==> config.mk <==
export PLATFORM = sky130hd
export DESIGN_NAME = ecpeta
export DESIGN_NICKNAME = d
export VERILOG_FILES = /design/src/rtl/ecpeta_pkg.sv /design/src/rtl/ecpeta_lower.sv /design/src/rtl/ecpeta.sv
export SDC_FILE = /design/constraint.sdc
export NUM_CORES = 1
export LEC_CHECK = 0
export ABC_AREA = 1
export CORE_MARGIN = 2
export CORE_UTILIZATION = 40
export CTS_CLUSTER_DIAMETER = 200
export CTS_CLUSTER_SIZE = 25
export DETAILED_ROUTE_END_ITERATION = 8
export GPL_TIMING_DRIVEN = 0
export PLACE_DENSITY = 0.8
export SETUP_SLACK_MARGIN = 0.4
export SYNTH_ARGS = -nofsm -noshare
export SYNTH_HDL_FRONTEND = slang
export SYNTH_SLANG_ARGS = --single-unit
export TNS_END_PERCENT = 5
==> constraint.sdc <==
create_clock -name clk -period 2.14 [get_ports clk]
set_clock_uncertainty 0.15 [all_clocks]
set_input_delay 0.428 -clock clk [delete_from_list [all_inputs] [get_ports clk]]
set_output_delay 0.428 -clock clk [all_outputs]
set_load 0.02 [all_outputs]
==> src/rtl/ecpeta_pkg.sv <==
// Shared constants and parameter legality check for the ecpeta approximate adder.
// Build option: ECPETA_COMP_EN enables the predicted carry into the exact upper part.
package ecpeta_pkg;
  localparam int ECPETA_N = 16;
  localparam int ECPETA_K = 8;

  function automatic bit ecpeta_params_ok(input int n, input int k);
    return (n >= 3) && (k >= 2) && (k <= n - 1);
  endfunction
endpackage

==> src/rtl/ecpeta_lower.sv <==
// Carry-free saturating lower part of the ecpeta adder; also emits the predicted carry.
// Build option: ECPETA_COMP_EN keeps bit K-1 exact and predicts c from g[K-1].
module ecpeta_lower
  import ecpeta_pkg::*;
#(
  parameter int K = ECPETA_K
) (
  input  logic [K-1:0] a_i,
  input  logic [K-1:0] b_i,
  output logic [K-1:0] lo_o,
  output logic         c_o
);
`ifdef ECPETA_COMP_EN
  localparam int TOP = K - 2;
`else
  localparam int TOP = K - 1;
`endif

  logic [K-1:0] g, p;
  logic         sat;

  assign g = a_i & b_i;
  assign p = a_i ^ b_i;

  // Once a generate is seen scanning downward, it and every lower bit saturate to 1.
  always_comb begin
    lo_o = p;
    sat  = 1'b0;
    for (int i = TOP; i >= 0; i--) begin
      sat     = sat | g[i];
      lo_o[i] = sat | p[i];
    end
`ifdef ECPETA_COMP_EN
    c_o = g[K-1];
`else
    c_o = 1'b0;
`endif
  end
endmodule

==> src/rtl/ecpeta.sv <==
// Registered error-tolerant approximate adder: exact upper N-K bits, saturating lower K bits.
// Build option: ECPETA_COMP_EN links the parts with a single predicted carry.
module ecpeta
  import ecpeta_pkg::*;
#(
  parameter int N = ECPETA_N,
  parameter int K = ECPETA_K
) (
  input  logic         clk,
  input  logic         rst_n,
  input  logic         in_valid,
  input  logic [N-1:0] A,
  input  logic [N-1:0] B,
  output logic         out_valid,
  output logic [N-1:0] sum
);
  if (!ecpeta_params_ok(N, K)) begin : g_bad_params
    $error("ecpeta: illegal N/K combination");
  end

  logic [K-1:0]   lo;
  logic           c;
  logic [N-K-1:0] hi;
  logic [N-1:0]   sum_d, sum_q;
  logic           vld_q;

  ecpeta_lower #(.K(K)) u_lower (
    .a_i  (A[K-1:0]),
    .b_i  (B[K-1:0]),
    .lo_o (lo),
    .c_o  (c)
  );

  // Upper carry-out is dropped, so the sum wraps modulo 2^N.
  assign hi    = A[N-1:K] + B[N-1:K] + (N-K)'(c);
  assign sum_d = {hi, lo};

  always_ff @(posedge clk) begin
    if (!rst_n) begin
      sum_q <= '0;
      vld_q <= 1'b0;
    end else begin
      vld_q <= in_valid;
      if (in_valid) sum_q <= sum_d;
    end
  end

  assign sum       = sum_q;
  assign out_valid = vld_q;
endmodule

== Word level (Yosys, flattened, before mapping) ==
Cells that the tools add are included.
Word-level totals
  input port bits: 35
  flip-flop bits (word level): 17
Operators by class
  bitwise logic cells: 17
  add/sub/neg operators: 1
Operators with widths (number)
  1-bit OR: 15
  8-bit adder: 1
  8-bit AND: 1
  8-bit bitwise XOR: 1

== Depth between registers and ports, before layout ==
Gate-level depths: netlist of the first run.
  depth in word-level cells: 9
  gate-level depth with buffers: 9
  mapped depth without buffers: 9

== Cells and area by module ==
Synthesis of the first run repeated with hierarchy kept, for this count alone.
Second synthesis, totals
  cell total of the unflattened synthesis: 165
  area total of the unflattened synthesis: 1144.8 um^2
By module, submodules not included
  ecpeta: sequential area each 340.3 um^2, area each 937.1 um^2, cells an instance 135, instances 1
  ecpeta_lower: sequential area each 0.0 um^2, area each 207.7 um^2, cells an instance 30, instances 1

== Least setup slack after synthesis of the first run ==
No wires, ideal clock.
  kind: input to register
  from: in A[8]
  to: reg sum_q[12] (netlist: sum[12])
  setup time: 109 ps
  data required time: 1881 ps
  slack: 390 ps
  data arrival time: 1491 ps
  buffers on the path: 0
  stages on the path: 7
  cells stage by stage: ha_1 -> fa_1 -> a21oi_1 -> xor2_1 -> nand2_1 -> nand2_1 -> inv_1
On the way
  cells in the longest elaborated chain, start to end: 1
RTL lines
  start, declared: RTL line ecpeta.sv:12  | input logic [N-1:0] A,
  8-bit adder: RTL line ecpeta.sv:35  | assign hi = A[N-1:K] + B[N-1:K] + (N-K)'(c);
  end signal, assigned: RTL line ecpeta.sv:44  | if (in_valid) sum_q <= sum_d;
  end, declared: RTL line ecpeta.sv:24  | logic [N-1:0] sum_d, sum_q;
No other way between the ends.
A chain may end at the register's enable or synchronous reset.

== Worst setup path in the final report of the first run ==
  from: reg sum_q[13] (netlist: sum[13])
  to: out sum[13]
RTL lines
  end, declared: RTL line ecpeta.sv:15  | output logic [N-1:0] sum
No word-level cell between the ends.

==> results of run 1 <==
-- per-layer routing --
metal / global-route usage / vias to the layer above
li1: - / 611
met1: 0.1859 / 514
met2: 0.3008 / 40
met3: 0.06682 / 2
met4: 0.02721 / 0
met5: 0 / -
-- path summary, 6_finish.rpt --
| check | startpoint | end | slack [ns] | cells past startpoint |
|---|---|---|---|---|
| worst max-delay path | sum[13]$_SDFFE_PN0P_ | sum[13] | 0.32 | 1 |
| worst min-delay path | sum[3]$_SDFFE_PN0P_ | sum[3]$_SDFFE_PN0P_ | 0.36 | 2 |
| worst max register to register | sum[10]$_SDFFE_PN0P_ | sum[10]$_SDFFE_PN0P_ | 1.33 | 4 |
| worst min register to register | sum[3]$_SDFFE_PN0P_ | sum[3]$_SDFFE_PN0P_ | 0.36 | 2 |
-- layout by cell type, fill, tap and decap left out, drive strengths merged --
cell	instances
clkdlybuf4s50	47
nand2	35
inv	25
nor2	23
dfxtp	17
ha	14
o21ai	9
nand3	9
a21oi	5
clkbuf	4
nand4	3
xor2	3
dlymetal6s2s	3
buf	3
o211ai	2
or2	2
o31ai	1
a31oi	1
nor3	1
nand3b	1
xnor2	1
fa	1
clkinv	1
dlygate4sd2	1
-- metrics by stage --
stage | TNS [ns] | cell area, um^2
2_1_floorplan | 0 | 1094
3_3_place_gp | -0.1031 | 1642
3_5_place_dp | -0.1249 | 1642
4_1_cts | 0 | 1674
5_1_grt | 0 | 1705
6_report | 0 | 1705
-- tightest hold or removal path, cell delays in order, from the launching register on --
cell,delay [ns]
dfxtp_1,0.35
o211ai_1,0.09
inv_1,0.05
-- timing repair --
action                     in CTS  in global routing
pin swaps                       0                  3
hold endpoints to repair        0                  0
setup buffers                   0                  1
setup endpoints to repair      22                 26
resized for setup               3                  6
-- synthesized netlist by cell type --
master / n
a31oi_1: 1
nand3_1: 9
nand3b_1: 1
nor3_1: 1
nand2_1: 35
or2_2: 1
inv_2: 1
o21ai_0: 9
inv_1: 24
clkbuf_2: 1
xnor2_1: 1
o211ai_1: 2
nand4_1: 3
dfxtp_1: 17
nor2_1: 23
xor2_1: 3
buf_6: 1
ha_1: 14
a21oi_1: 5
o31ai_1: 1
buf_2: 1
or2_4: 1
fa_1: 1
-- cells by family (layout without fill, tap and decap cells) --
logic type	Yosys count	count (layout)
AO/OA/AOI/OAI	18	18
flip-flops	17	17
XOR/XNOR	4	4
adder cells (fa/ha/maj)	15	15
AND/OR/NAND/NOR	74	74
buffers and inverters	28	84
-- state kept, by name, summed over array words and instances (netlist names) --
signal     flops
out_valid      1
sum           16
-- cell type report --
cell class | instances | area [um^2]
Multi-Input combinational cell | 111 | 660.6
Timing Repair Buffer | 52 | 524.3
Tap cell | 30 | 37.54
Clock buffer | 3 | 22.52
Sequential cell | 17 | 340.3
Clock inverter | 1 | 5.005
Fill cell | 226 | 839.6
Buffer | 3 | 21.27
Inverter | 25 | 93.84
-- power breakdown --
| part | switching (uW) | internal, uW |
|---|---|---|
| Clock | 94.8 | 69.4 |
| Sequential | 14.4 | 345 |
| Combinational | 155 | 168 |
==> flow_metrics.env, run 1 <==
export IMPL_critPathLaunchType="flip-flop"
export IMPL_synth_fa_ha_area_frac=0.1785
export IMPL_synth_top_area_cell="dfxtp_1"
export IMPL_die_x_um=56.29
export IMPL_hp_class="reg -> reg"
export IMPL_final_net_count=263
export IMPL_syn_to_final_growth_pct=55.95
export IMPL_utilization=0.6701
export IMPL_grt_usage=0.1666
export IMPL_status="finished, final reports clean"
export IMPL_synth_warnings=0
export IMPL_top_layer="met4"
export IMPL_met3_length_um=213
export IMPL_setup_ws_ns=0.3154
export IMPL_ctsHtreeMaxLevel=1
export IMPL_layout_drive_gt1_share=0.07075
export IMPL_clock_sinks=17
export IMPL_final_min_clock_period_ns=1.825
export IMPL_grt_pass1_wl_um=4340
export IMPL_cp_cell_sequence="clkdlybuf4s50_1"
export IMPL_via_per_inst=4.822
export IMPL_routedWlPerCell_um=10.33
export IMPL_grt_ovfl_total=0
export IMPL_cp_num_buf_inv=1
export IMPL_synthMuxAreaShare=0
export IMPL_yosys_register_bits=17
export IMPL_routed_wl_met2_um=1212
export IMPL_synthCells=156
export IMPL_hold_viol=0
export IMPL_final_cell_count_no_fill=242
export IMPL_relSlewSlack=0.8318
export IMPL_cap_violations=0
export IMPL_endpoint_kind="primary output"
export IMPL_crit_family="buffers and inverters"
export IMPL_clk_latency_ns=0.28
export IMPL_finalCritPeriodShare=0.8526
export IMPL_finalMaxSlewViolations=0
export IMPL_drcViolationCount=0
export IMPL_clkTransAtPathRegs_ns=0.09
export IMPL_tightestPinTransition_ns=0.2515
export IMPL_place_inst=237
export IMPL_synthDistinctLibCells=23
export IMPL_avgSynthCellArea_um2=7.010
export IMPL_io_buffer_count=51
export IMPL_num_rows=18
export IMPL_cpMaxStageDelayCell="clkdlybuf4s50_1"
export IMPL_power_density_nw_per_um2=496.4
export IMPL_yosys_area_share_simple=0.2826
export IMPL_vias=1167
export IMPL_synth_seq_area_share=0.3112
export IMPL_synth_top_family_by_area="simple AND/OR/NAND/NOR gates"
export IMPL_leakage_uw=0.0008683
export IMPL_setup_viol=0
export IMPL_synthesis_nets=206
export IMPL_hold_buffers=0
export IMPL_hpwl_um=2058
export IMPL_start_util=0.4297
export IMPL_path_max_fanout=2
export IMPL_synthXorXnorAreaFrac=0.03204
export IMPL_boundaryPins=52
export IMPL_firstDrtPassIters=4
export IMPL_antennaDiodeCount=0
export IMPL_required_ns=1.56
export IMPL_max_freq_mhz=548.1
export IMPL_globalplace_congestion=0.7754
export IMPL_drt_iter0_drc=17
export IMPL_synth_area_leaders="dfxtp_1 31%, ha_1 16%, nand2_1 12%"
export IMPL_antenna_found_initial=0
export IMPL_synth_compound_area_frac=0.09039
export IMPL_grt_setup_unrepaired="yes"
export IMPL_die_h_um=56.29
export IMPL_synth_top_area_frac=0.3112
export IMPL_grt_pass1_vias=1116
export IMPL_design_core_area_um2=2545
export IMPL_place_ws_ns=-0.08361
export IMPL_peakVddDrop_mv=0.5439
export IMPL_synthesis_area_um2=1094
export IMPL_cts_tree="done"
export IMPL_grt_max_degree=11
export IMPL_path_class="reg -> out"
export IMPL_fp_dieArea_um2=3168
export IMPL_slowest_delay_ns=0.61
export IMPL_cts_made_buffers=3
export IMPL_postRouteAntennaNets=0
export IMPL_drt_total_wl_um=2499
export IMPL_clockBufferDepth=2
export IMPL_whs_ns=0.3580
export IMPL_p_total_uw=846.6
export IMPL_critPathArrivalTime_ns=1.25
export IMPL_wl_met1_um=1066
export IMPL_cts_root_buf="clkbuf_4"
Power figures use the tool's default switching activity.
==> run 2, diff against run 1 <==
==> constraint.sdc (replaced) <==
create_clock -name clk -period 2.14 [get_ports clk]
set_clock_uncertainty 0.15 [all_clocks]
set_input_delay 0.428 -clock clk [delete_from_list [all_inputs] [get_ports clk]]
set_output_delay 0.428 -clock clk [all_outputs]
set_load 0.05 [all_outputs]
==> run 2 against run 1 <==
Compared with the run above:
- core utilization down 1.9 points
- critical path depth unchanged
- critical path type unchanged
- design area down 2.8%
- clock power about the same
- sequential share of layout area up 0.57 points
- fmax down 9.1%
==> flow_metrics.env, run 2 (same netlist as run 1, synthesis figures left out) <==
export IMPL_status="finished, final reports clean"
export IMPL_cts_made_buffers=3
export IMPL_finalMaxSlewViolations=0
export IMPL_required_ns=1.56
export IMPL_post_cts_buffers=0
export IMPL_cp_num_buf_inv=1
export IMPL_max_freq_mhz=498.1
export IMPL_die_h_um=56.29
export IMPL_relSlewSlack=0.6579
export IMPL_vias=1163
export IMPL_path_class="reg -> out"
export IMPL_start_util=0.4297
export IMPL_io_buffer_count=51
export IMPL_num_rows=18
export IMPL_cts_tree="done"
export IMPL_syn_to_final_growth_pct=51.60
export IMPL_endpoint_kind="primary output"
export IMPL_drt_total_wl_um=2466
export IMPL_ctsResizeCount=11
export IMPL_hp_class="reg -> reg"
export IMPL_setup_ws_ns=0.1325
export IMPL_routedWlPerCell_um=10.23
export IMPL_cp_cell_sequence="clkdlybuf4s50_1"
export IMPL_postRouteAntennaNets=0
export IMPL_setup_viol=0
export IMPL_finalCritPeriodShare=0.9381
export IMPL_grt_pass1_wl_um=4291
export IMPL_ctsHtreeMaxLevel=1
export IMPL_largest_reg_flops=16
export IMPL_antenna_found_initial=0
export IMPL_drt_iter0_drc=19
export IMPL_clk_latency_ns=0.28
export IMPL_leakage_uw=0.0008753
export IMPL_firstDrtPassIters=4
export IMPL_clkTransAtPathRegs_ns=0.09
export IMPL_via_per_inst=4.826
export IMPL_layout_commonest_cell="clkdlybuf4s50_1"
export IMPL_cpMaxStageDelayCell="clkdlybuf4s50_1"
export IMPL_grt_ovfl_total=0
export IMPL_hold_buffers=0
export IMPL_peakVddDrop_mv=0.5995
export IMPL_antennaDiodeCount=0
export IMPL_design_core_area_um2=2545
export IMPL_grt_max_degree=11
export IMPL_finalSetupTns_ns=0
export IMPL_critPathArrivalTime_ns=1.43
export IMPL_layout_drive_gt1_share=0.04739
export IMPL_hold_viol=0
export IMPL_final_min_clock_period_ns=2.007
export IMPL_boundaryPins=52
export IMPL_clock_sinks=17
export IMPL_slowest_delay_ns=0.80
export IMPL_path_max_fanout=2
export IMPL_crit_family="buffers and inverters"
export IMPL_grt_setup_unrepaired="yes"
export IMPL_power_density_nw_per_um2=536.9
export IMPL_final_cell_mix="39 x clkdlybuf4s50_1, 35 x nand2_1, 24 x inv_1"
export IMPL_final_net_count=262
export IMPL_cap_violations=0
export IMPL_tightestPinTransition_ns=0.5116
export IMPL_fp_dieArea_um2=3168
export IMPL_grt_usage=0.1647
export IMPL_critPathLaunchType="flip-flop"
export IMPL_cts_root_buf="clkbuf_4"
export IMPL_p_total_uw=890.1
export IMPL_clockBufferDepth=2
export IMPL_place_ws_ns=-0.08361
export IMPL_drcViolationCount=0
export IMPL_whs_ns=0.3561
export IMPL_globalplace_congestion=0.7754
export IMPL_die_x_um=56.29
export IMPL_utilization=0.6514
export IMPL_hpwl_um=2058
export IMPL_grt_pass1_vias=1102
[run 2: cell types whose count changed in the layout (fill, tap and decap cells not counted), sizes merged]
cell | before | now
clkdlybuf4s50 | 47 | 39
dlygate4sd2 | 1 | 11
buf | 3 | 2
dlymetal6s2s | 3 | 1
[run 2: per-layer routing]
layer  vias to the layer above  track usage  part of all wire
li1                        608            -                 -
met1                       514       0.1859              0.44
met2                        39       0.2975              0.48
met3                         2      0.06221             0.080
met4                         0      0.02721            0.0024
met5                         -            0                 0
[run 2: stage by stage]
step / area, um^2 / instances
finish: 1658 / 241
global route: 1658 / 241
global placement: 1642 / 237
CTS: 1655 / 241
floorplan: 1094 / 156
detailed placement: 1642 / 237
[run 2: layout make-up]
| type | count | area (um^2) |
|---|---|---|
| Buffer | 3 | 21.27 |
| Clock inverter | 1 | 5.005 |
| Clock buffer | 3 | 22.52 |
| Timing Repair Buffer | 51 | 499.2 |
| Tap cell | 30 | 37.54 |
| Multi-Input combinational cell | 111 | 638.1 |
| Inverter | 25 | 93.84 |
| Sequential cell | 17 | 340.3 |
| Fill cell | 241 | 887.1 |
[run 2: power breakdown]
group	switching (uW)	internal, uW	leakage (uW)
sequential	13.8	345	0.000142
clock	94.3	69.4	0.0000177
combinational	216	152	0.000716
[run 2: path summary, 6_finish.rpt]
kind | startpoint | to | slack, ns | cells past startpoint
min reg2reg | sum[3]$_SDFFE_PN0P_ | sum[3]$_SDFFE_PN0P_ | 0.36 | 2
min | sum[3]$_SDFFE_PN0P_ | sum[3]$_SDFFE_PN0P_ | 0.36 | 2
max reg2reg | sum[10]$_SDFFE_PN0P_ | sum[10]$_SDFFE_PN0P_ | 1.33 | 4
max | sum[0]$_SDFFE_PN0P_ | sum[0] | 0.13 | 1
[run 2: worst register-to-register path, delay by kind of cell, from the launching register on]
| kind | cells | cell delay (ns) |
|---|---|---|
| buffers and inverters | 1 | 0.05 |
| DFF | 1 | 0.33 |
| and+or+nand+nor | 2 | 0.12 |
| AOI/OAI and AO/OA | 1 | 0.06 |
==> run 3, diff against run 2 <==
--- a/config.mk
+++ b/config.mk
@@ -12,7 +12,7 @@
 export CTS_CLUSTER_SIZE = 25
 export DETAILED_ROUTE_END_ITERATION = 8
 export GPL_TIMING_DRIVEN = 0
-export PLACE_DENSITY = 0.8
+export PLACE_DENSITY = 0.87
 export SETUP_SLACK_MARGIN = 0.4
 export SYNTH_ARGS = -nofsm -noshare
 export SYNTH_HDL_FRONTEND = slang
==> run 3 against run 2 <==
Compared with the run above:
- register-to-register slack is essentially flat
- sequential share of layout area fell by 0.077 points
- critical endpoint unchanged
- cell count did not move
==> flow_metrics.env, run 3 (same netlist as run 1, synthesis figures left out) <==
export IMPL_status="finished, final reports clean"
export IMPL_max_freq_mhz=500.3
export IMPL_grt_max_degree=11
export IMPL_clk_latency_ns=0.28
export IMPL_start_util=0.4297
export IMPL_ctsHtreeMaxLevel=1
export IMPL_largest_reg_flops=16
export IMPL_endpoint_kind="primary output"
export IMPL_drt_total_wl_um=2488
export IMPL_hpwl_um=2056
export IMPL_cp_cell_sequence="clkdlybuf4s50_1"
export IMPL_cts_made_buffers=3
export IMPL_antenna_found_initial=0
export IMPL_hp_class="reg -> reg"
export IMPL_path_class="reg -> out"
export IMPL_post_cts_buffers=0
export IMPL_io_buffer_count=51
export IMPL_finalMaxSlewViolations=0
export IMPL_tightestPinTransition_ns=0.5199
export IMPL_grt_ovfl_total=0
export IMPL_via_per_inst=4.830
export IMPL_die_x_um=56.29
export IMPL_critPathLaunchType="flip-flop"
export IMPL_slowest_delay_ns=0.80
export IMPL_utilization=0.6539
export IMPL_required_ns=1.56
export IMPL_rr_startpoint="sum[7]$_SDFFE_PN0P_"
export IMPL_grt_pass1_wl_um=4188
export IMPL_seqCellArea_um2=340.3
export IMPL_syn_to_final_growth_pct=52.17
export IMPL_power_density_nw_per_um2=537.7
export IMPL_finalCritPeriodShare=0.9340
export IMPL_fp_dieArea_um2=3168
export IMPL_grt_pass1_vias=1048
export IMPL_antennaDiodeCount=0
export IMPL_cts_root_buf="clkbuf_4"
export IMPL_critPathArrivalTime_ns=1.42
export IMPL_grt_setup_unrepaired="yes"
export IMPL_grt_usage=0.1611
export IMPL_whs_ns=0.3459
export IMPL_crit_path_start="sum[0]$_SDFFE_PN0P_"
export IMPL_routedWlPerCell_um=10.32
export IMPL_num_rows=18
export IMPL_drcViolationCount=0
export IMPL_fin_area_um2=1664
export IMPL_cpMaxStageDelayCell="clkdlybuf4s50_1"
export IMPL_final_cell_mix="40 x clkdlybuf4s50_1, 35 x nand2_1, 24 x inv_1"
export IMPL_relSlewSlack=0.6548
export IMPL_fillerInstances=228
export IMPL_postRouteAntennaNets=0
export IMPL_firstDrtPassIters=4
export IMPL_vias=1164
export IMPL_setup_viol=0
export IMPL_cap_violations=0
export IMPL_hold_viol=0
export IMPL_drt_iter0_drc=27
export IMPL_dpl_cell_area_um2=1642
export IMPL_leakage_uw=0.0008673
export IMPL_design_core_area_um2=2545
export IMPL_boundaryPins=52
export IMPL_path_max_fanout=2
export IMPL_clockBufferDepth=2
export IMPL_layout_commonest_cell="clkdlybuf4s50_1"
export IMPL_peakVddDrop_mv=0.5687
export IMPL_cp_num_buf_inv=1
export IMPL_finalSetupTns_ns=0
export IMPL_cts_tree="done"
export IMPL_final_net_count=262
export IMPL_final_min_clock_period_ns=1.999
export IMPL_p_total_uw=894.8
export IMPL_hold_path_startpoint="sum[2]$_SDFFE_PN0P_"
export IMPL_multiInputGateArea_um2=644.4
export IMPL_die_h_um=56.29
export IMPL_layout_drive_gt1_share=0.05213
export IMPL_clock_sinks=17
export IMPL_clkTransAtPathRegs_ns=0.09
export IMPL_globalplace_congestion=0.8056
export IMPL_crit_family="buffers and inverters"
[run 3: changes by cell type in the layout (fill, tap and decap cells not counted), sizes merged]
| cell | previous run | this run |
|---|---|---|
| clkinv | 1 | 0 |
| clkdlybuf4s50 | 39 | 40 |
| clkbuf | 4 | 5 |
| dlygate4sd2 | 11 | 10 |
[run 3: per-layer routing]
layer | part of all wire | up-vias | global-route usage | wire length [um]
li1 | - | 610 | - | -
met1 | 0.44 | 516 | 0.1893 | 1103
met2 | 0.48 | 38 | 0.2975 | 1200
met3 | 0.074 | 0 | 0.04378 | 184
met4 | 0 | 0 | 0.02041 | 0
met5 | 0 | - | 0 | 0
[run 3: path summary, 6_finish.rpt]
| check | endpoint | slack [ns] | cells after the start |
|---|---|---|---|
| setup / recovery | sum[0] | 0.14 | 1 |
| hold / removal | sum[2]$_SDFFE_PN0P_ | 0.35 | 2 |
| setup reg to reg | sum[7]$_SDFFE_PN0P_ | 1.32 | 4 |
| hold reg to reg | sum[2]$_SDFFE_PN0P_ | 0.35 | 2 |
[run 3: power breakdown]
group | switching, uW | leakage [uW] | internal [uW]
sequential | 13.3 | 0.000142 | 345
combinational | 218 | 0.000710 | 155
clock | 91.8 | 0.0000150 | 72.3
total | 323 | 0.000867 | 572
[run 3: per-stage QoR]
step           setup WS [ns]  std cells
3_5_place_dp         -0.1139        237
2_1_floorplan         0.4071        156
6_report              0.1411        241
4_1_cts               0.1285        241
5_1_grt              0.09530        241
3_3_place_gp        -0.08984        237
[run 3: what timing repair did]
action | CTS | global route
endpoints found under the setup margin | 22 | 27
gates resized for setup | 10 | 3
hold buffers | 0 | 0
pin swaps | 0 | 0
[run 3: layout make-up]
class	instances	area share
Inverter	25	0.05639
Timing Repair Buffer	51	0.3008
Buffer	3	0.01278
Sequential cell	17	0.2045
Tap cell	30	0.02256
Clock buffer	4	0.01579
Multi-Input combinational cell	111	0.3872
